### src/rtl/au_signapply_pkg.sv
// au_signapply_pkg: shared FSM state type and sizing helpers for the digit-serial sign applier
package au_signapply_pkg;

    typedef enum logic [1:0] {IDLE, BUSY, DONE} state_e;

    // Number of DIGIT-wide slices needed to cover WIDTH bits
    function automatic int ndig_f(input int width, input int digit);
        return (width + (digit < 1 ? 1 : digit) - 1) / (digit < 1 ? 1 : digit);
    endfunction

    // Digit counter width, wide enough to hold NDIG
    function automatic int cnt_w_f(input int width, input int digit);
        return $clog2(ndig_f(width, digit) + 1);
    endfunction

endpackage

### src/rtl/au_signapply_digit.sv
// au_signapply_digit: one LSB-first slice of the copy-through-first-one / invert-above rule
module au_signapply_digit #(
    parameter int DIGIT = 4
) (
    input  logic [DIGIT-1:0] d_i,
    input  logic             seen_i,
    input  logic             sign_i,
    output logic [DIGIT-1:0] r_o,
    output logic             seen_o
);

    logic [DIGIT:0] seen;

    assign seen[0] = seen_i;
    assign seen_o  = seen[DIGIT];

    for (genvar i = 0; i < DIGIT; i++) begin : g_bit
        assign seen[i+1] = seen[i] | d_i[i];
        assign r_o[i]    = d_i[i] ^ (sign_i & seen[i]);
    end

endmodule

### src/rtl/au_signapply_seq.sv
// au_signapply_seq: digit-serial sign-magnitude to two's-complement converter with valid/ready.
// Optional AU_SIGNAPPLY_FASTPATH_EN: words with sign=0 or mag=0 skip BUSY and go straight to DONE.
module au_signapply_seq
    import au_signapply_pkg::*;
#(
    parameter int WIDTH = 8,
    parameter int DIGIT = 4
) (
    input  logic             clk,
    input  logic             rst_n,
    input  logic             in_valid,
    output logic             in_ready,
    input  logic [WIDTH-1:0] mag,
    input  logic             sign,
    output logic             out_valid,
    input  logic             out_ready,
    output logic [WIDTH-1:0] z,
    output logic             ovf
);

    localparam int NDIG = ndig_f(WIDTH, DIGIT);
    localparam int CW   = cnt_w_f(WIDTH, DIGIT);
    localparam logic [WIDTH-1:0] HALF = WIDTH'(1) << (WIDTH - 1);

    if (WIDTH < 1) begin : g_bad_width
        $fatal(1, "au_signapply_seq: parameter WIDTH must be >= 1");
    end
    if (DIGIT < 1 || DIGIT > WIDTH) begin : g_bad_digit
        $fatal(1, "au_signapply_seq: parameter DIGIT must be in 1..WIDTH");
    end

    state_e           state_q, state_d;
    logic [CW-1:0]    cnt_q, cnt_d;
    logic [WIDTH-1:0] sh_q, sh_d;
    logic [WIDTH-1:0] acc_q, acc_d;
    logic             sign_q, sign_d;
    logic             seen_q, seen_d;
    logic             ovf_q, ovf_d;
    logic [DIGIT-1:0] res;
    logic             seen_nx;
    logic             fast;

    au_signapply_digit #(.DIGIT(DIGIT)) u_digit (
        .d_i    (sh_q[DIGIT-1:0]),
        .seen_i (seen_q),
        .sign_i (sign_q),
        .r_o    (res),
        .seen_o (seen_nx)
    );

`ifdef AU_SIGNAPPLY_FASTPATH_EN
    assign fast = !sign || (mag == '0);
`else
    assign fast = 1'b0;
`endif

    assign in_ready  = (state_q == IDLE);
    assign out_valid = (state_q == DONE);
    assign z         = acc_q;
    assign ovf       = ovf_q;

    // Next state: load on accept, convert one slice per BUSY cycle, hold in DONE until taken
    always_comb begin
        state_d = state_q;
        cnt_d   = cnt_q;
        sh_d    = sh_q;
        acc_d   = acc_q;
        sign_d  = sign_q;
        seen_d  = seen_q;
        ovf_d   = ovf_q;
        if (state_q == IDLE) begin
            if (in_valid) begin
                sh_d    = mag;
                sign_d  = sign;
                seen_d  = 1'b0;
                cnt_d   = '0;
                ovf_d   = sign ? (mag > HALF) : mag[WIDTH-1];
                acc_d   = fast ? mag : '0;
                state_d = fast ? DONE : BUSY;
            end
        end else if (state_q == BUSY) begin
            sh_d   = sh_q >> DIGIT;
            acc_d  = acc_q | (WIDTH'(res) << (cnt_q * DIGIT));
            seen_d = seen_nx;
            cnt_d  = cnt_q + 1'b1;
            if (cnt_q == CW'(NDIG - 1)) state_d = DONE;
        end else if (out_ready) begin
            state_d = IDLE;
        end
    end

    // State and datapath registers; reset aborts any in-flight word
    always_ff @(posedge clk or negedge rst_n) begin
        if (!rst_n) begin
            state_q <= IDLE;
            cnt_q   <= '0;
            sh_q    <= '0;
            acc_q   <= '0;
            sign_q  <= 1'b0;
            seen_q  <= 1'b0;
            ovf_q   <= 1'b0;
        end else begin
            state_q <= state_d;
            cnt_q   <= cnt_d;
            sh_q    <= sh_d;
            acc_q   <= acc_d;
            sign_q  <= sign_d;
            seen_q  <= seen_d;
            ovf_q   <= ovf_d;
        end
    end

endmodule

### config.mk
export PLATFORM = sky130hd
export DESIGN_NAME = au_signapply_seq
export DESIGN_NICKNAME = d
export VERILOG_FILES = /design/src/rtl/au_signapply_pkg.sv /design/src/rtl/au_signapply_digit.sv /design/src/rtl/au_signapply_seq.sv
export SDC_FILE = /design/constraint.sdc
export NUM_CORES = 1
export LEC_CHECK = 0
export ABC_AREA = 1
export CORE_ASPECT_RATIO = 0.7
export CORE_MARGIN = 2
export CORE_UTILIZATION = 35
export CTS_BUF_LIST = sky130_fd_sc_hd__clkbuf_2 sky130_fd_sc_hd__clkbuf_4 sky130_fd_sc_hd__clkbuf_8
export DETAILED_ROUTE_END_ITERATION = 7
export PLACE_DENSITY = 0.61
export SETUP_SLACK_MARGIN = 0.15
export SLEW_MARGIN = 20
export SYNTH_ARGS = -nofsm -noshare
export SYNTH_HDL_FRONTEND = slang
export SYNTH_HIERARCHICAL = 1
export SYNTH_SLANG_ARGS = --single-unit
### constraint.sdc
create_clock -name clk -period 1.2 [get_ports clk]
set_input_delay 0.24 -clock clk [delete_from_list [all_inputs] [get_ports clk]]
set_output_delay 0.24 -clock clk [all_outputs]
set_load 0.05 [all_outputs]
Word level (Yosys, flattened, before mapping)
Cells that the tools add are included.
- add/subtract/negate cells: 1
- $lt $le $gt $ge: 1
- eq/ne operators: 5
- shift operators: 1
- muxes and demuxes: 18
- bitwise gates (word level): 13
- reduce and logical (&&, ||, !) cells: 6
- operators with widths (operator ; number):
    $mux W8 ; 6
    $mux W2 ; 8
    $gt A8 B8 Y1 const B ; 1
    $or A8 B8 Y8 ; 1
    $shl A4 B4 Y8 ; 1
    $and A1 B1 Y1 ; 4
    $eq A2 B1 Y1 const B ; 2
    $mux W1 ; 4
    $or A1 B1 Y1 ; 4
    $reduce_and A2 Y1 ; 2
    $xor A1 B1 Y1 ; 4
    $ne A3 B2 Y1 const B ; 1
    $reduce_and A3 Y1 ; 1
    $reduce_bool A3 Y1 ; 1
    $add A2 B1 Y2 const B ; 1
    $eq A2 B2 Y1 const B ; 1
    $logic_not A2 Y1 ; 1
    $ne A2 B2 Y1 const B ; 1
    $reduce_bool A2 Y1 ; 1
- register bits after elaboration: 23
- input bits: 13
- output and inout port bits: 11
- word-level logic and storage cells: 52

Logic depth before layout (Yosys ltp)
- depth in word-level cells: 9
- gate-level depth with buffers: 7
- mapped depth without buffers: 7

Hierarchy
Netlist, hierarchy kept.
- modules (own cells, without submodules) (module ; times used ; cells each ; area an instance (µm²)):
    au_signapply_seq ; 1 ; 128 ; 1057.3
    au_signapply_digit ; 1 ; 19 ; 91.3

Worst setup path after synthesis
Ideal clock, no wire load.
- path type: reg2out
- from: reg state_q[1]
- to: out out_valid
- arrival time: 1095 ps
- slack: -135 ps
- stages on the path, launching flop included: 3
- buffers on the path: 0
- path through: dfrtp_1 > inv_1 > nor2_1
- cells in the longest elaborated chain, start to end: 1
- RTL lines (what ; line ; RTL):
    start: declaration ; au_signapply_seq.sv:32 ; state_e state_q, state_d;
    start signal: assignment ; au_signapply_seq.sv:103 ; state_q <= state_d;
    $eq A2 B2 Y1 ; au_signapply_seq.sv:58 ; assign out_valid = (state_q == DONE);
    end: declaration ; au_signapply_seq.sv:15 ; output logic out_valid,
Every way passes these cells.

Final worst setup path
- from: reg state_q[1]
- to: out in_ready
- cells in the longest elaborated chain, start to end: 1
- RTL lines (what ; line ; RTL):
    $logic_not A2 Y1 ; au_signapply_seq.sv:57 ; assign in_ready = (state_q == IDLE);
    end: declaration ; au_signapply_seq.sv:12 ; output logic in_ready,
Every way passes these cells.

==> results_dict.tcl <==
set metrics [dict create \
    fill_cells 279 \
    std_cell_rows 17 \
    ios 24 \
    netlist_top_cells_area "dfrtp_1 (50%), nand2_1 (15%), inv_1 (5.6%)" \
    ctsLongestPathBuffers 2 \
    power.density_mw_per_mm2 2805 \
    synth_area_per_cell_um2 7.814 \
    maxCapViolCount 0 \
    power_switching_mw 2.217 \
    synth.distinct_cells 20 \
    slew_headroom 0.8066 \
    skew_ns 0.008457 \
    clkPwrFrac 0.095 \
    area_growth_pct 55.66 \
    grt_pass1_wl_mm 4.678 \
    pwr-share-comb 0.618 \
    worstPathArrival_ns 1.10 \
    start_util 0.3649 \
    drive_gt1_frac 0.2552 \
    drc 0 \
    htreeDepth 1 \
    hold_violations 0 \
    irDropWorstVdd_v 0.0008393 \
    worstPathMaxFanout 4 \
    rsz0062_at_grt "yes" \
    fin_nets 207 \
    p_int_mw 2.798 \
    vias 1114 \
    ys_seq_area_frac 0.5011 \
    utilization 0.5680 \
    grt_overflow 0 \
    p_sw_frac 0.4420 \
    slew_viol_final 0 \
    crit_type "reg2out" \
    grt_antenna_before_repair 0 \
    critPathRequiredTime_ns 0.96 \
    die_area_mm2 0.003763 \
    ant_nets 0 \
    fmax_mhz 744.2 \
    numCtsBuffers 3 \
    power_frac_seq 0.287 \
    yosys.area.top_type "dfrtp_1" \
    clock-root-buffer "clkbuf_8" \
    dieWidth_um 72.47 \
    track_usage 0.1652 \
    dp_hpwl_mm 1.972 \
    status "finished with violations" \
    wl_per_cell_um 11.97 \
    cts_tree "yes" \
    syn_area_mm2 0.001149 \
    yosysTopAreaCellShare 0.5011 \
    diodes 0 \
    vias_per_cell 4.843 \
    synth_seq_cells 23 \
    tightest_slew_ns 0.2891 \
    violations "negative setup slack" \
    wirelength_mm 2.753 \
    yosys_warnings 6 \
    core_mm2 0.003148 \
    worstSkewPairLatency_ns 0.27 \
    netlist_instances 147 \
    cp-end-kind "output port" \
    cts.clk_slew.worst_paths_ns 0.08 \
    fp.dieH_um 51.93 \
    layout_min_cycle_time_ns 1.344 \
    setup_viol 12 \
    firstDrtPassIters 4 \
    portBuffers 23 \
    grt_max_degree 24 \
    finalPower_mw 5.015 \
    drt_iter0_markers 74 \
    timing.final.crit_share 1.120 \
    p_leak_nw 0.8729 \
    grt_pass1_vias 1033 \
    cts.sinks 23 \
    worstSetupStartpointType "flop" \
    setup_ws_ns -0.1437 \
    synth_nets 161 \
    hold_buffers 0 \
    gp_congestion 0.7899 \
    min_path_type "in2async" \
]
## Yosys cell counts
cell type / n
xnor2_1: 1
inv_1: 17
o21ai_1: 4
nand2_2: 1
buf_2: 1
clkinv_1: 2
nor2_1: 12
o21ai_0: 5
nand2_1: 45
nor2_2: 2
dfrtp_1: 23
a21oi_1: 8
nand3_1: 9
xor2_1: 1
a31oi_1: 8
ha_1: 1
buf_6: 2
or2_0: 3
nand4_1: 1
o22ai_1: 1
## registers in the layout, indices dropped and copies added, names as in the netlist
| name | count |
|---|---|
| cnt_q | 2 |
| ovf | 1 |
| seen_q | 1 |
| sh_q | 8 |
| sign_q | 1 |
| state_q | 2 |
| z | 8 |
## final timing paths
| check | start | to | slack, ns | cells past startpoint |
|---|---|---|---|---|
| min in group clk | sh_q[4] | sh_q[4] | 0.49 | 2 |
| hold / removal | rst_n | z[6] | 0.31 | 2 |
| hold reg to reg | sh_q[4] | sh_q[4] | 0.49 | 2 |
| max in group asynchronous | rst_n | state_q[0] | 0.73 | 2 |
| setup reg to reg | state_q[1] | z[7] | -0.07 | 5 |
| setup / recovery | state_q[1] | in_ready | -0.14 | 3 |
## final cells by class
class | count | area (µm²) | share of cell area
inverter | 19 | 76.32 | 0.04269
clock inverter | 1 | 5.005 | 0.002799
sequential | 23 | 579.3 | 0.3240
multi-input combinational | 102 | 516.7 | 0.2890
clock buffer | 3 | 41.29 | 0.02309
tap | 38 | 47.55 | 0.02659
timing repair buffer | 44 | 521.8 | 0.2918
## kinds of logic (layout without fill, tap and decap cells)
logic type               after synthesis  after routing  synth area share
AO/OA/AOI/OAI                         26             26            0.1231
XOR/XNOR                               2              2           0.01525
adder cells (fa/ha/maj)                1              1           0.01089
buffers and inverters                 22             67           0.08605
flip-flops                            23             23            0.5011
AND/OR/NAND/NOR                       73             73            0.2636
## repair_timing
action | 4_1_cts | 5_1_grt
pin swaps | 2 | 1
gates cloned | 0 | 0
endpoints found under the setup margin | 33 | 34
buffers inserted | 14 | 2
gates resized for setup | 11 | 3
## power by group through the flow
stage / clock network, mW / registers [mW] / logic (mW)
6_report: 0.475 / 1.44 / 3.10
5_1_grt: 0.517 / 1.49 / 3.36
4_1_cts: 0.492 / 1.44 / 3.03
3_5_place_dp: 0 / 1.47 / 2.59
3_3_place_gp: 0 / 1.46 / 2.55
2_1_floorplan: 0 / 1.73 / 1.28
## placed cells by master (no fill, tap or decap), drive strengths merged, types with 3 or more instances in the layout
cell type      instances
a21oi                  8
a31oi                  8
buf                   32
clkbuf                 3
clkdlybuf4s50         12
clkinv                 3
dfrtp                 23
inv                   17
nand2                 46
nand3                  9
nor2                  14
o21ai                  9
or2                    3
## critical path, stage by stage, from the launching register on
cell,delay [ns]
dfrtp_2,0.45
nor2_4,0.14
buf_6,0.12
buf_12,0.12
## stage by stage
step / setup slack (ns) / hold WS, ns / area (µm²) / instances / setup TNS, ns
global placement: -0.1847 / 0.4691 / 1574 / 210 / -3.085
floorplan: 0.08333 / -0.05559 / 1164 / 147 / 0
detailed placement: -0.2115 / 0.4716 / 1574 / 210 / -3.457
CTS: -0.1398 / 0.3158 / 1764 / 228 / -0.3089
finish: -0.1437 / 0.3146 / 1788 / 230 / -0.5762
global route: -0.1790 / 0.3197 / 1788 / 230 / -1.656
## per-layer routing
layer	part of all wire	routed length, µm	track usage	vias to the layer above
met2	0.46	1268	0.2615	30
met4	0.0051	14	0.04630	0
li1	-	-	-	561
met3	0.065	179	0.04264	2
met5	0	0	0	-
met1	0.47	1292	0.2251	521
Power figures use the tool's default switching activity.
